==> config.mk <==
export PLATFORM = sky130hd
export DESIGN_NAME = raxi_reader
export DESIGN_NICKNAME = d
export VERILOG_FILES = /design/src/rtl/raxi_reader.sv
export SDC_FILE = /design/constraint.sdc
export NUM_CORES = 1
export LEC_CHECK = 0
export BUFFER_PORTS_ARGS = -buffer_cell sky130_fd_sc_hd__clkbuf_2
export CELL_PAD_IN_SITES_DETAIL_PLACEMENT = 1
export CELL_PAD_IN_SITES_GLOBAL_PLACEMENT = 1
export CORE_ASPECT_RATIO = 2
export CORE_MARGIN = 5
export CORE_UTILIZATION = 25
export CTS_CLUSTER_DIAMETER = 40
export DETAILED_ROUTE_END_ITERATION = 10
export GPL_ROUTABILITY_DRIVEN = 0
export PLACE_DENSITY_LB_ADDON = 0.3
export SETUP_SLACK_MARGIN = 0.2
export SYNTH_ARGS = -nofsm -noshare
export SYNTH_HDL_FRONTEND = slang
export SYNTH_SLANG_ARGS = --single-unit
export TNS_END_PERCENT = 50
==> constraint.sdc <==
create_clock -name axi_clk_i -period 8.4 [get_ports axi_clk_i]
set_clock_uncertainty 0.2 [all_clocks]
set_input_delay 1.26 -clock axi_clk_i [delete_from_list [all_inputs] [get_ports axi_clk_i]]
set_output_delay 1.26 -clock axi_clk_i [all_outputs]
set_load 0.005 [all_outputs]
==> src/rtl/raxi_reader.sv <==
// AXI4 read master: splits a word-count command into INCR bursts that never
// cross a 4 KB boundary, and streams the returned data out through a FIFO.
module raxi_reader #(
    parameter int AddrWidth = 32,
    parameter int DataWidth = 32,
    parameter int IdWidth   = 8,
    parameter int MaxBurst  = 16,
    parameter int FifoDepth = 16
) (
    input  logic                 axi_clk_i,
    input  logic                 rstn_i,
    input  logic                 cmd_valid_i,
    output logic                 cmd_ready_o,
    input  logic [AddrWidth-1:0] cmd_addr_i,
    input  logic [15:0]          cmd_len_i,
    output logic                 busy_o,
    output logic                 done_o,
    output logic                 error_o,
    output logic [DataWidth-1:0] data_o,
    output logic                 data_valid_o,
    input  logic                 data_ready_i,
    output logic [IdWidth-1:0]   m_axi_arid_o,
    output logic [AddrWidth-1:0] m_axi_araddr_o,
    output logic [7:0]           m_axi_arlen_o,
    output logic [2:0]           m_axi_arsize_o,
    output logic [1:0]           m_axi_arburst_o,
    output logic [1:0]           m_axi_arlock_o,
    output logic [3:0]           m_axi_arcache_o,
    output logic [2:0]           m_axi_arprot_o,
    output logic                 m_axi_arvalid_o,
    input  logic                 m_axi_arready_i,
    input  logic [IdWidth-1:0]   m_axi_rid_i,
    input  logic [DataWidth-1:0] m_axi_rdata_i,
    input  logic [1:0]           m_axi_rresp_i,
    input  logic                 m_axi_rlast_i,
    input  logic                 m_axi_rvalid_i,
    output logic                 m_axi_rready_o
);

    // state | meaning
    // IDLE  | waiting for a command, cmd_ready high
    // ADDR  | burst sized; AR issued once the FIFO has room for the whole burst
    // DATA  | accepting R beats into the FIFO until the beat counter hits blen
    typedef enum logic [1:0] {ST_IDLE, ST_ADDR, ST_DATA} state_t;

    localparam int SizeLog = $clog2(DataWidth / 8);
    localparam int PtrW    = $clog2(FifoDepth);
    localparam int CntW    = PtrW + 1;
    localparam int BlenW   = 9;
    localparam logic [AddrWidth-1:0] AlignMask = ~AddrWidth'((1 << SizeLog) - 1);

    state_t state_q, state_d;

    logic [AddrWidth-1:0] addr_q;
    logic [15:0]          rem_q;
    logic [BlenW-1:0]     blen_q;
    logic [BlenW-1:0]     beat_q;
    logic                 done_zero_q;
    logic                 error_q;

    logic [DataWidth-1:0] mem [FifoDepth];
    logic [PtrW-1:0]      wr_ptr_q, rd_ptr_q;
    logic [CntW-1:0]      count_q;

    logic [12:0] bnd_bytes;
    logic [16:0] bnd_words;
    logic [16:0] blen_c;
    logic [CntW-1:0] free_c;
    logic space_ok, cmd_fire, ar_fire, beat_fire, last_beat, beat_bad, push, pop, fifo_empty;

    // Burst length: bounded by what is left, MaxBurst, and the next 4 KB page.
    always_comb begin
        bnd_bytes = 13'h1000 - {1'b0, addr_q[11:0]};
        bnd_words = 17'(bnd_bytes >> SizeLog);
        blen_c    = {1'b0, rem_q};
        if (blen_c > 17'(MaxBurst)) blen_c = 17'(MaxBurst);
        if (blen_c > bnd_words)     blen_c = bnd_words;
    end

    assign free_c     = CntW'(FifoDepth) - count_q;
    assign space_ok   = 17'(free_c) >= blen_c;
    assign cmd_fire   = (state_q == ST_IDLE) && cmd_valid_i;
    assign ar_fire    = m_axi_arvalid_o && m_axi_arready_i;
    assign beat_fire  = (state_q == ST_DATA) && m_axi_rvalid_i;
    assign last_beat  = (beat_q == blen_q - BlenW'(1));
    assign beat_bad   = (m_axi_rresp_i != 2'b00) || (m_axi_rid_i != '0) ||
                        (m_axi_rlast_i != last_beat);
    assign fifo_empty = (count_q == '0);
    assign push       = beat_fire;
    assign pop        = !fifo_empty && data_ready_i;

    always_ff @(posedge axi_clk_i or negedge rstn_i) begin
        if (!rstn_i) state_q <= ST_IDLE;
        else         state_q <= state_d;
    end

    always_comb begin
        state_d = state_q;
        case (state_q)
            ST_IDLE: if (cmd_fire && (cmd_len_i != '0)) state_d = ST_ADDR;
            ST_ADDR: if (ar_fire) state_d = ST_DATA;
            ST_DATA: if (beat_fire && last_beat)
                         state_d = (rem_q == 16'(blen_q)) ? ST_IDLE : ST_ADDR;
            default: state_d = ST_IDLE;
        endcase
    end

    // arvalid is combinational: addr/rem are frozen in ADDR and free space only
    // grows there, so once raised it stays raised with stable payload.
    always_comb begin
        cmd_ready_o     = (state_q == ST_IDLE);
        busy_o          = (state_q != ST_IDLE);
        m_axi_arvalid_o = (state_q == ST_ADDR) && space_ok;
        m_axi_arlen_o   = (state_q == ST_ADDR) ? 8'(blen_c - 17'd1) : 8'd0;
        m_axi_araddr_o  = addr_q;
        m_axi_rready_o  = (state_q == ST_DATA);
        done_o          = done_zero_q ||
                          (beat_fire && last_beat && (rem_q == 16'(blen_q)));
    end

    assign error_o         = error_q;
    assign m_axi_arid_o    = '0;
    assign m_axi_arsize_o  = 3'(SizeLog);
    assign m_axi_arburst_o = 2'b01;
    assign m_axi_arlock_o  = 2'b00;
    assign m_axi_arcache_o = 4'b0011;
    assign m_axi_arprot_o  = 3'b000;

    always_ff @(posedge axi_clk_i or negedge rstn_i) begin
        if (!rstn_i) begin
            addr_q      <= '0;
            rem_q       <= '0;
            blen_q      <= '0;
            beat_q      <= '0;
            done_zero_q <= 1'b0;
            error_q     <= 1'b0;
        end else begin
            done_zero_q <= cmd_fire && (cmd_len_i == '0);
            if (cmd_fire) begin
                addr_q  <= cmd_addr_i & AlignMask;
                rem_q   <= cmd_len_i;
                error_q <= 1'b0;
            end
            if (ar_fire) begin
                blen_q <= blen_c[BlenW-1:0];
                beat_q <= '0;
            end
            if (beat_fire) begin
                if (beat_bad) error_q <= 1'b1;
                if (last_beat) begin
                    beat_q <= '0;
                    addr_q <= addr_q + (AddrWidth'(blen_q) << SizeLog);
                    rem_q  <= rem_q - 16'(blen_q);
                end else begin
                    beat_q <= beat_q + BlenW'(1);
                end
            end
        end
    end

    always_ff @(posedge axi_clk_i or negedge rstn_i) begin
        if (!rstn_i) begin
            wr_ptr_q <= '0;
            rd_ptr_q <= '0;
            count_q  <= '0;
        end else begin
            if (push) wr_ptr_q <= wr_ptr_q + PtrW'(1);
            if (pop)  rd_ptr_q <= rd_ptr_q + PtrW'(1);
            case ({push, pop})
                2'b10:   count_q <= count_q + CntW'(1);
                2'b01:   count_q <= count_q - CntW'(1);
                default: count_q <= count_q;
            endcase
        end
    end

    always_ff @(posedge axi_clk_i) begin
        if (push) mem[wr_ptr_q] <= m_axi_rdata_i;
    end

    assign data_valid_o = !fifo_empty;
    assign data_o       = fifo_empty ? '0 : mem[rd_ptr_q];

endmodule

# Word-level counts from Yosys, hierarchy flattened
# Memory sizes are Yosys's and may differ from the RTL's.
# Index checks and enable logic that the tools add are counted.
# totals
reg_bits,83
mem_bits_rw,512
input_bits,97
output_inout_bits,101
word_cells,82
n_memories,1
# memory_table
memory,depth,width,rd,rd_ports_with_merged_regs,write_ports,line,source
mem,16,32,1,0,1,61,logic [DataWidth-1:0] mem [FifoDepth];
# classes
addsub,11
n_lt_le_gt_ge,3
eq_ne,10
muxes,24
n_reduce_logical,23
# ops
operator,count
2-to-1 mux 32 bit,4
2-to-1 mux 16 bit,5
adder 32 x 11 -> 32 bit,1
2-to-1 mux 9 bit,3
equality test 16 x 9 -> 1 bit,1
greater-or-equal comparator 5 x 16 -> 1 bit,1
greater-than comparator 16 x 11 -> 1 bit,1
greater-than comparator 16 x 5 -> 1 bit (second input constant),1
logical NOT 16 bit,1
nonzero test 16 bit,1
subtractor 16 x 9 -> 16 bit,1
subtractor 13 x 12 -> 13 bit (first input constant),1
case mux 5 bit (2 select lines),1
adder 9 x 1 -> 9 bit (second input constant),1
equality test 9 bit,1
logical AND 1 bit,9
subtractor 9 x 1 -> 9 bit (second input constant),1
adder 4 x 1 -> 4 bit (second input constant),2
2-to-1 mux 8 bit,1
nonzero test 2 bit,4
nonzero test 8 bit,1
subtractor 8 x 1 -> 8 bit (second input constant),1
2-to-1 mux 1 bit,6
2-to-1 mux 2 bit,3
14 further kinds,19

# Depth between registers and ports, before layout
# Gate-level depths: netlist of the first run.
# depth
depth_word,9
ltp_mapped,26
mapped_depth_nobuf,22

# Worst setup path before layout of the first run
# OpenSTA, ideal clock, no wires.
# synth_timing
kind,register to output
from,register addr_q[3] (netlist: m_axi_araddr_o[3])
to,output m_axi_arvalid_o
arrival_time_ns,5.386
t_required_ns,6.940
path_slack_ns,1.554
stages_incl_launch_ff,22
n_path_buf,2
path_cell_list,dfrtp_1 -> or4_1 -> or3_1 -> clkbuf_1 -> nor3_1 -> nand2b_1 -> nor3_1 -> xor2_1 -> ha_1 -> nand3_1 -> or3_1 -> nand3_1 -> o21a_1 -> clkbuf_1 -> o21ai_0 -> ha_1 -> nand2b_1 -> a21o_1 -> or2_0 -> o2111a_1 -> o311a_1 -> or2_2
# synth_via
elab_chain_len,5
# synth_lines
element,line,source
start: declaration,54,logic [AddrWidth-1:0] addr_q;
start signal: assignment,140,addr_q <= cmd_addr_i & AlignMask;
start signal: assignment,152,addr_q <= addr_q + (AddrWidth'(blen_q) << SizeLog);
subtractor 13 x 12 -> 13 bit,73,"bnd_bytes = 13'h1000 - {1'b0, addr_q[11:0]};"
greater-than comparator 16 x 11 -> 1 bit,77,if (blen_c > bnd_words) blen_c = bnd_words;
2-to-1 mux 16 bit,77,
named net blen_c[0],67,logic [16:0] blen_c;
greater-or-equal comparator 5 x 16 -> 1 bit,81,assign space_ok = 17'(free_c) >= blen_c;
logical AND 1 bit,113,m_axi_arvalid_o = (state_q == ST_ADDR) && space_ok;
end: declaration,30,"output logic m_axi_arvalid_o,"
# The timed path passes the listed nets, and every way through them passes these cells.

# Worst setup path in the final report of the first run
# Same ends and word-level chain as after synthesis.

==> flow_metrics.tcl, run 1 <==
set metrics [dict create \
    maxClockFrequency_mhz 129 \
    yosysWarningCount 0 \
    synth-seq-area-share 0.673 \
    max-vdd-ir-drop_uv 197 \
    ant_nets 0 \
    hold-path-cell-count 1 \
    num_rows 167 \
    crit_start_category "register" \
    final_period_minus_worst_setup_slack_ns 7.74 \
    slew_headroom 0.268 \
    grt_setup_unrepaired "false" \
    finalWirelength_um 74300 \
    power_per_cell_area_nw_per_um2 331 \
    area_growth_syn_to_layout_pct 18.5 \
    grt_overflow_total 0 \
    count_of_unique_library_cells_instantiated_by_yosys 78 \
    layout_setup_ws_ns 0.657 \
    cts_sinks 595 \
    holdBufCountCts 0 \
    reg2reg_setup_slack_ns 1.90 \
    initial_utilization 0.251 \
    n_fill_cell 10900 \
    clkLatencyLatePin_ns 0.63 \
    max_cap_viol_count 0 \
    post_synth_fa_ha_maj_area_fraction 0.0250 \
    sequential_cell_area_sq_um 17500 \
    crit_fanout 12 \
    drc 0 \
    die_width_um 238 \
    outcome "finished, final reports clean" \
    synth-edff-count 512 \
    ys_ff_latch 595 \
    dr_total_vias 14800 \
    grt_util_all_layers 0.133 \
    timing.final.max_slew_violations 0 \
    tritoncts_clock_tree "yes" \
    cts.htree.levels 3 \
    ys.flop_type "sky130_fd_sc_hd__edfxtp_1" \
    power.leakage_nw 10.4 \
    synth.top_cell.area_share 0.593 \
    crit_type "reg2out" \
    dieArea_sq_um 111000 \
    port_buffers 173 \
    netlist_top_cells_area "sky130_fd_sc_hd__edfxtp_1 59%, sky130_fd_sc_hd__mux4_2 14%, sky130_fd_sc_hd__dfrtp_1 8.0%" \
    xor_xnor_share_of_the_synthesized_area 0.0142 \
    finalPower_mw 10.2 \
    grt_pass1_wl_um 110000 \
    post_drt_via_cell_ratio 4.69 \
    synth_area_sq_um 25900 \
    endpoint_kind "output port" \
    final_net_count 1889 \
    synth_top_family_by_area "multiplexers" \
    synth.mux.area_fraction 0.143 \
    grt_pass1_vias 16500 \
    cts_inserted_buffers 68 \
    first_pass_iteration_count_of_the_detailed_router 4 \
    hold_violations_final 0 \
    synth_compound_area_frac 0.0526 \
    worst_hold_slack_ns 0.321 \
    dp_hpwl_um 45900 \
    antenna_violations_before_repair 9 \
    worst_setup_hold_path_clk_slew_ns 0.05 \
    top_level_ports 198 \
    cts_setup_buffers 0 \
    grt_max_degree 69 \
    period_share 0.922 \
    hold_path.startpoint "error_o" \
    wire_per_inst_um 23.6 \
    worstPathRequired_ns 6.94 \
    async_reset_ff_frac 0.139 \
    hold_path_end "error_o" \
    cts_root_buf "sky130_fd_sc_hd__clkbuf_16" \
    postSynthAreaPerCell_sq_um 16.9 \
    rr_startpoint "m_axi_araddr_o[3]" \
    synth_simple_gate_area_frac 0.0682 \
    setup-tns-final_ns 0 \
    synthCells 1534 \
    timing.final.setup_violations 0 \
    critical_path.reg2reg.endpoint "blen_q[2]" \
    worst_slew_pin_slew_ns 1.10 \
    floorplan_core_area_sq_um 103000 \
    holdCritPathClass "reg2reg" \
    drive_gt1_frac 0.291 \
    arrival_ns 6.28 \
    die_height_um 465 \
    multi_input_combinational_cell_area_sq_um 8090 \
    worstRegToRegCells 22 \
    drtIter0Drc 942 \
    synth.largest_area_cell "sky130_fd_sc_hd__edfxtp_1" \
    cts_buffer_depth 3 \
    dp_worst_setup_slack_ns 0.945 \
]
report_power, final:
part	internal (mW)	total, mW	switching [mW]
Clock	1.65	2.90	1.25
Sequential	3.39	3.79	0.397
Combinational	1.69	3.49	1.80
how the worst max path moves through the flow:
| stage | cells past startpoint | from | endpoint |
|---|---|---|---|
| 2_1_floorplan | 21 | m_axi_araddr_o[3] | m_axi_arvalid_o |
| 3_3_place_gp | 22 | m_axi_araddr_o[3] | m_axi_arvalid_o |
| 3_5_place_dp | 21 | m_axi_araddr_o[3] | m_axi_arvalid_o |
| 4_1_cts | 21 | m_axi_araddr_o[3] | m_axi_arvalid_o |
| 5_1_grt | 22 | m_axi_araddr_o[3] | m_axi_arvalid_o |
| 6_report | 22 | m_axi_araddr_o[3] | m_axi_arvalid_o |
repair_timing:
action | in CTS | in global routing
gates resized for setup | 0 | 4
setup endpoints to repair | 0 | 1
endpoints found under the hold margin | 0 | 0
area by class of cell:
type,instances,share of cell area
diodes,4,0.000326
clock buffers,78,0.0573
flip-flops and latches,595,0.569
well taps,1352,0.0551
repair buffers,209,0.0371
clock inverters,42,0.0136
multi-input cells,831,0.263
inverters,37,0.00452
per-layer routing:
metal  track usage  vias to the layer above  wire, um  share of wire
met1         0.145                     7811     27600           0.37
met3        0.0258                      124      3300          0.044
met2         0.250                      373     40900           0.55
li1              -                     6448         -              -
met4        0.0523                        6      2420          0.033
met5             0                        -        41        0.00055
logic make-up (layout without fill, tap and decap cells):
logic type               after synthesis  after routing
adder cells (fa/ha/maj)               50             50
XOR/XNOR                              42             42
flip-flops                           595            595
buffers and inverters                134            366
AND/OR/NAND/NOR                      345            345
multiplexers                         170            170
other                                  2             32
AO/OA/AOI/OAI                        196            196
sequential cells by signal (all words and copies together) (netlist names):
name	cells
m_axi_araddr_o	32
state_q	2
wr_ptr_q	4
done_zero_q	1
error_o	1
blen_q	9
rem_q	16
rd_ptr_q	4
count_q	5
mem	512
beat_q	9
through the flow:
step / utilization / instance area [sq um] / cells
2_1_floorplan: - / 26000 / 1560
3_3_place_gp: 0.276 / 28500 / 3024
3_5_place_dp: 0.276 / 28500 / 3024
4_1_cts: 0.297 / 30700 / 3144
5_1_grt: 0.297 / 30700 / 3146
6_report: 0.298 / 30700 / 3148
layout by cell type, fill, tap and decap left out, drive strengths merged, types with 6 or more instances in the layout:
master,instances
o21ai,36
clkinv,27
nor4,9
nor2,90
mux4,160
ha,47
a21oi,42
nand3,25
a311oi,9
mux2i,7
nor3,19
xnor2,27
a211oi,17
conb,28
a31oi,15
or2,6
inv,45
edfxtp,512
xor2,15
and2,42
nand4,14
nand2b,13
buf,37
nand2,77
and3,11
nor2b,16
o21a,11
o221a,9
a21o,10
or3,9
clkbuf,250
dfrtp,83
cells in the mapped netlist (all sizes together), types with 17 or more instances:
master,instances
nor3,19
and2,42
edfxtp,512
nand3,25
clkbuf,52
dfrtp,83
inv,37
ha,47
xnor2,27
a21oi,42
o21ai,36
mux4,160
nor2,90
a211oi,17
buf,45
nand2,77
worst max-delay path, stage by stage, from the launching register on:
cell	delay (ns)
sky130_fd_sc_hd__dfrtp_1	0.42
sky130_fd_sc_hd__or4_1	0.63
sky130_fd_sc_hd__or3_1	0.45
sky130_fd_sc_hd__nor3_1	0.17
sky130_fd_sc_hd__buf_4	0.16
sky130_fd_sc_hd__nand2b_1	0.14
sky130_fd_sc_hd__nor3_2	0.24
sky130_fd_sc_hd__xor2_1	0.19
sky130_fd_sc_hd__ha_1	0.19
sky130_fd_sc_hd__nand3_1	0.16
sky130_fd_sc_hd__or3_1	0.40
sky130_fd_sc_hd__nand3_1	0.17
sky130_fd_sc_hd__o21a_4	0.24
sky130_fd_sc_hd__nand2_1	0.07
sky130_fd_sc_hd__o21ai_0	0.18
sky130_fd_sc_hd__ha_1	0.31
sky130_fd_sc_hd__nand2b_1	0.14
sky130_fd_sc_hd__a21o_1	0.20
sky130_fd_sc_hd__or2_0	0.20
sky130_fd_sc_hd__o2111a_1	0.23
sky130_fd_sc_hd__o311a_1	0.36
sky130_fd_sc_hd__or2_2	0.30
sky130_fd_sc_hd__clkbuf_2	0.12
Note: power is estimated with default switching activity, not from simulation.
==> run 2, diff against run 1 <==
==> constraint.sdc (replaced) <==
create_clock -name axi_clk_i -period 8.91 [get_ports axi_clk_i]
set_clock_uncertainty 0.2 [all_clocks]
set_input_delay 1.3365 -clock axi_clk_i [delete_from_list [all_inputs] [get_ports axi_clk_i]]
set_output_delay 1.3365 -clock axi_clk_i [all_outputs]
set_load 0.005 [all_outputs]
==> flow_metrics.tcl, run 2 (same netlist as run 1, synthesis figures left out) <==
set metrics [dict create \
    outcome "finished, final reports clean" \
    top_register "mem" \
    grt_setup_unrepaired "false" \
    timing.final.max_slew_violations 0 \
    dp_hpwl_um 45900 \
    cts_inserted_buffers 70 \
    grt_pass1_vias 16600 \
    hold_path.startpoint "error_o" \
    initial_utilization 0.251 \
    maxClockFrequency_mhz 122 \
    worst_slew_pin_slew_ns 1.08 \
    reg2reg_setup_slack_ns 2.04 \
    dr_total_vias 14800 \
    grt_pass1_wl_um 110000 \
    post_drt_via_cell_ratio 4.69 \
    top_level_ports 198 \
    n_fill_cell 10900 \
    hold_path_end "error_o" \
    cts_buffer_depth 3 \
    first_pass_iteration_count_of_the_detailed_router 5 \
    drtIter0Drc 878 \
    antenna_violations_before_repair 6 \
    timing.final.setup_violations 0 \
    tritoncts_clock_tree "yes" \
    ant_nets 0 \
    rr_startpoint "m_axi_araddr_o[3]" \
    crit_type "reg2out" \
    cts_root_buf "sky130_fd_sc_hd__clkbuf_16" \
    die_height_um 465 \
    setup-tns-final_ns 0 \
    crit_start_category "register" \
    arrival_ns 6.64 \
    placedCellCount 3019 \
    slew_headroom 0.281 \
    grt_max_degree 88 \
    drc 0 \
    dieArea_sq_um 111000 \
    worstRegToRegCells 19 \
    port_buffers 173 \
    cts_setup_buffers 0 \
    largest_reg_flops 512 \
    cts.htree.levels 3 \
    grt_util_all_layers 0.133 \
    most_common_library_cell_in_the_layout_ignoring_fill_and_taps "sky130_fd_sc_hd__edfxtp_1" \
    holdBufCountCts 0 \
    hold-path-cell-count 1 \
    cts_sinks 595 \
    num_rows 167 \
    clkLatencyLatePin_ns 0.63 \
    hold_violations_final 0 \
    wire_per_inst_um 23.7 \
    holdCritPathClass "reg2reg" \
    crit_fanout 12 \
    finalWirelength_um 74600 \
    layout.cells.most_common_list "512 x sky130_fd_sc_hd__edfxtp_1, 172 x sky130_fd_sc_hd__clkbuf_2, 160 x sky130_fd_sc_hd__mux4_2" \
    final_net_count 1886 \
    max_cap_viol_count 0 \
    drive_gt1_frac 0.293 \
    endpoint_kind "output port" \
    final_period_minus_worst_setup_slack_ns 8.18 \
    period_share 0.918 \
    die_width_um 238 \
    power.leakage_nw 10.5 \
    worstPathRequired_ns 7.37 \
    non_filler_instances 3148 \
    grt_overflow_total 0 \
    worst_setup_hold_path_clk_slew_ns 0.05 \
    max-vdd-ir-drop_uv 192 \
    area_growth_syn_to_layout_pct 18.9 \
    critical_path.reg2reg.endpoint "blen_q[2]" \
    floorplan_core_area_sq_um 103000 \
    power_per_cell_area_nw_per_um2 316 \
]
[run 2: cell types whose count changed in the layout (fill, tap and decap cells not counted), moves of 2 or more]
cell	previous run	this run
sky130_fd_sc_hd__buf_4	37	31
sky130_fd_sc_hd__clkinv_1	13	7
sky130_fd_sc_hd__clkbuf_1	8	11
sky130_fd_sc_hd__clkinv_2	7	10
sky130_fd_sc_hd__inv_6	5	8
sky130_fd_sc_hd__bufinv_16	4	6
sky130_fd_sc_hd__clkbuf_16	68	70
[run 2: worst max-delay path by stage]
stage                       from         endpoint
2_1_floorplan  m_axi_araddr_o[3]  m_axi_arvalid_o
3_3_place_gp   m_axi_araddr_o[3]  m_axi_arvalid_o
3_5_place_dp   m_axi_araddr_o[3]  m_axi_arvalid_o
4_1_cts        m_axi_araddr_o[3]  m_axi_arvalid_o
5_1_grt        m_axi_araddr_o[3]  m_axi_arvalid_o
6_report       m_axi_araddr_o[3]  m_axi_arvalid_o
[run 2: cell type report]
class	count	area (sq um)	share of cell area
Clock buffer	82	1810	0.0586
Inverter	37	139	0.00451
Multi-Input combinational cell	831	8080	0.262
Antenna cell	3	7.51	0.000244
Timing Repair Buffer	204	1110	0.0361
Sequential cell	595	17500	0.567
Clock inverter	44	517	0.0168
Tap cell	1352	1690	0.0549
[run 2: critical path, stage by stage (launching register included)]
cell	delay, ns
sky130_fd_sc_hd__dfrtp_1	0.41
sky130_fd_sc_hd__or4_1	0.61
sky130_fd_sc_hd__or3_1	0.45
sky130_fd_sc_hd__nor3_2	0.32
sky130_fd_sc_hd__nand2b_1	0.21
sky130_fd_sc_hd__nor3_1	0.36
sky130_fd_sc_hd__xor2_1	0.19
sky130_fd_sc_hd__ha_1	0.18
sky130_fd_sc_hd__nand3_1	0.13
sky130_fd_sc_hd__a211oi_1	0.50
sky130_fd_sc_hd__o21a_1	0.49
sky130_fd_sc_hd__o21ai_0	0.29
sky130_fd_sc_hd__ha_1	0.33
sky130_fd_sc_hd__nand2b_1	0.14
sky130_fd_sc_hd__a21o_1	0.21
sky130_fd_sc_hd__or2_0	0.20
sky130_fd_sc_hd__o2111a_1	0.23
sky130_fd_sc_hd__o311a_1	0.36
sky130_fd_sc_hd__or2_2	0.30
sky130_fd_sc_hd__clkbuf_2	0.12
[run 2: stage by stage]
step	setup WS (ns)	total power [mW]	area (sq um)	utilization	hold WS (ns)
floorplan	1.99	5.73	26000	-	0.288
global placement	1.33	6.91	28500	0.276	0.305
detailed placement	1.18	7.00	28500	0.276	0.300
CTS	0.484	9.94	30800	0.298	0.316
global route	0.262	10.3	30800	0.299	0.330
finish	0.735	9.75	30800	0.299	0.305
[run 2: power breakdown]
part | switching [mW] | internal [mW]
logic | 1.68 | 1.59
clock network | 1.22 | 1.66
registers | 0.393 | 3.20
[run 2: what timing repair did]
action / CTS / global route
gates resized for setup: 0 / 2
hold endpoints to repair: 0 / 0
setup endpoints to repair: 0 / 1
[run 2: metal layers]
layer  vias to the layer above  part of all wire  GRT usage
li1                       6447                 -          -
met1                      7847              0.37      0.145
met2                       345              0.55      0.252
met3                       126             0.041     0.0244
met4                         2             0.036     0.0539
met5                         -           0.00017          0
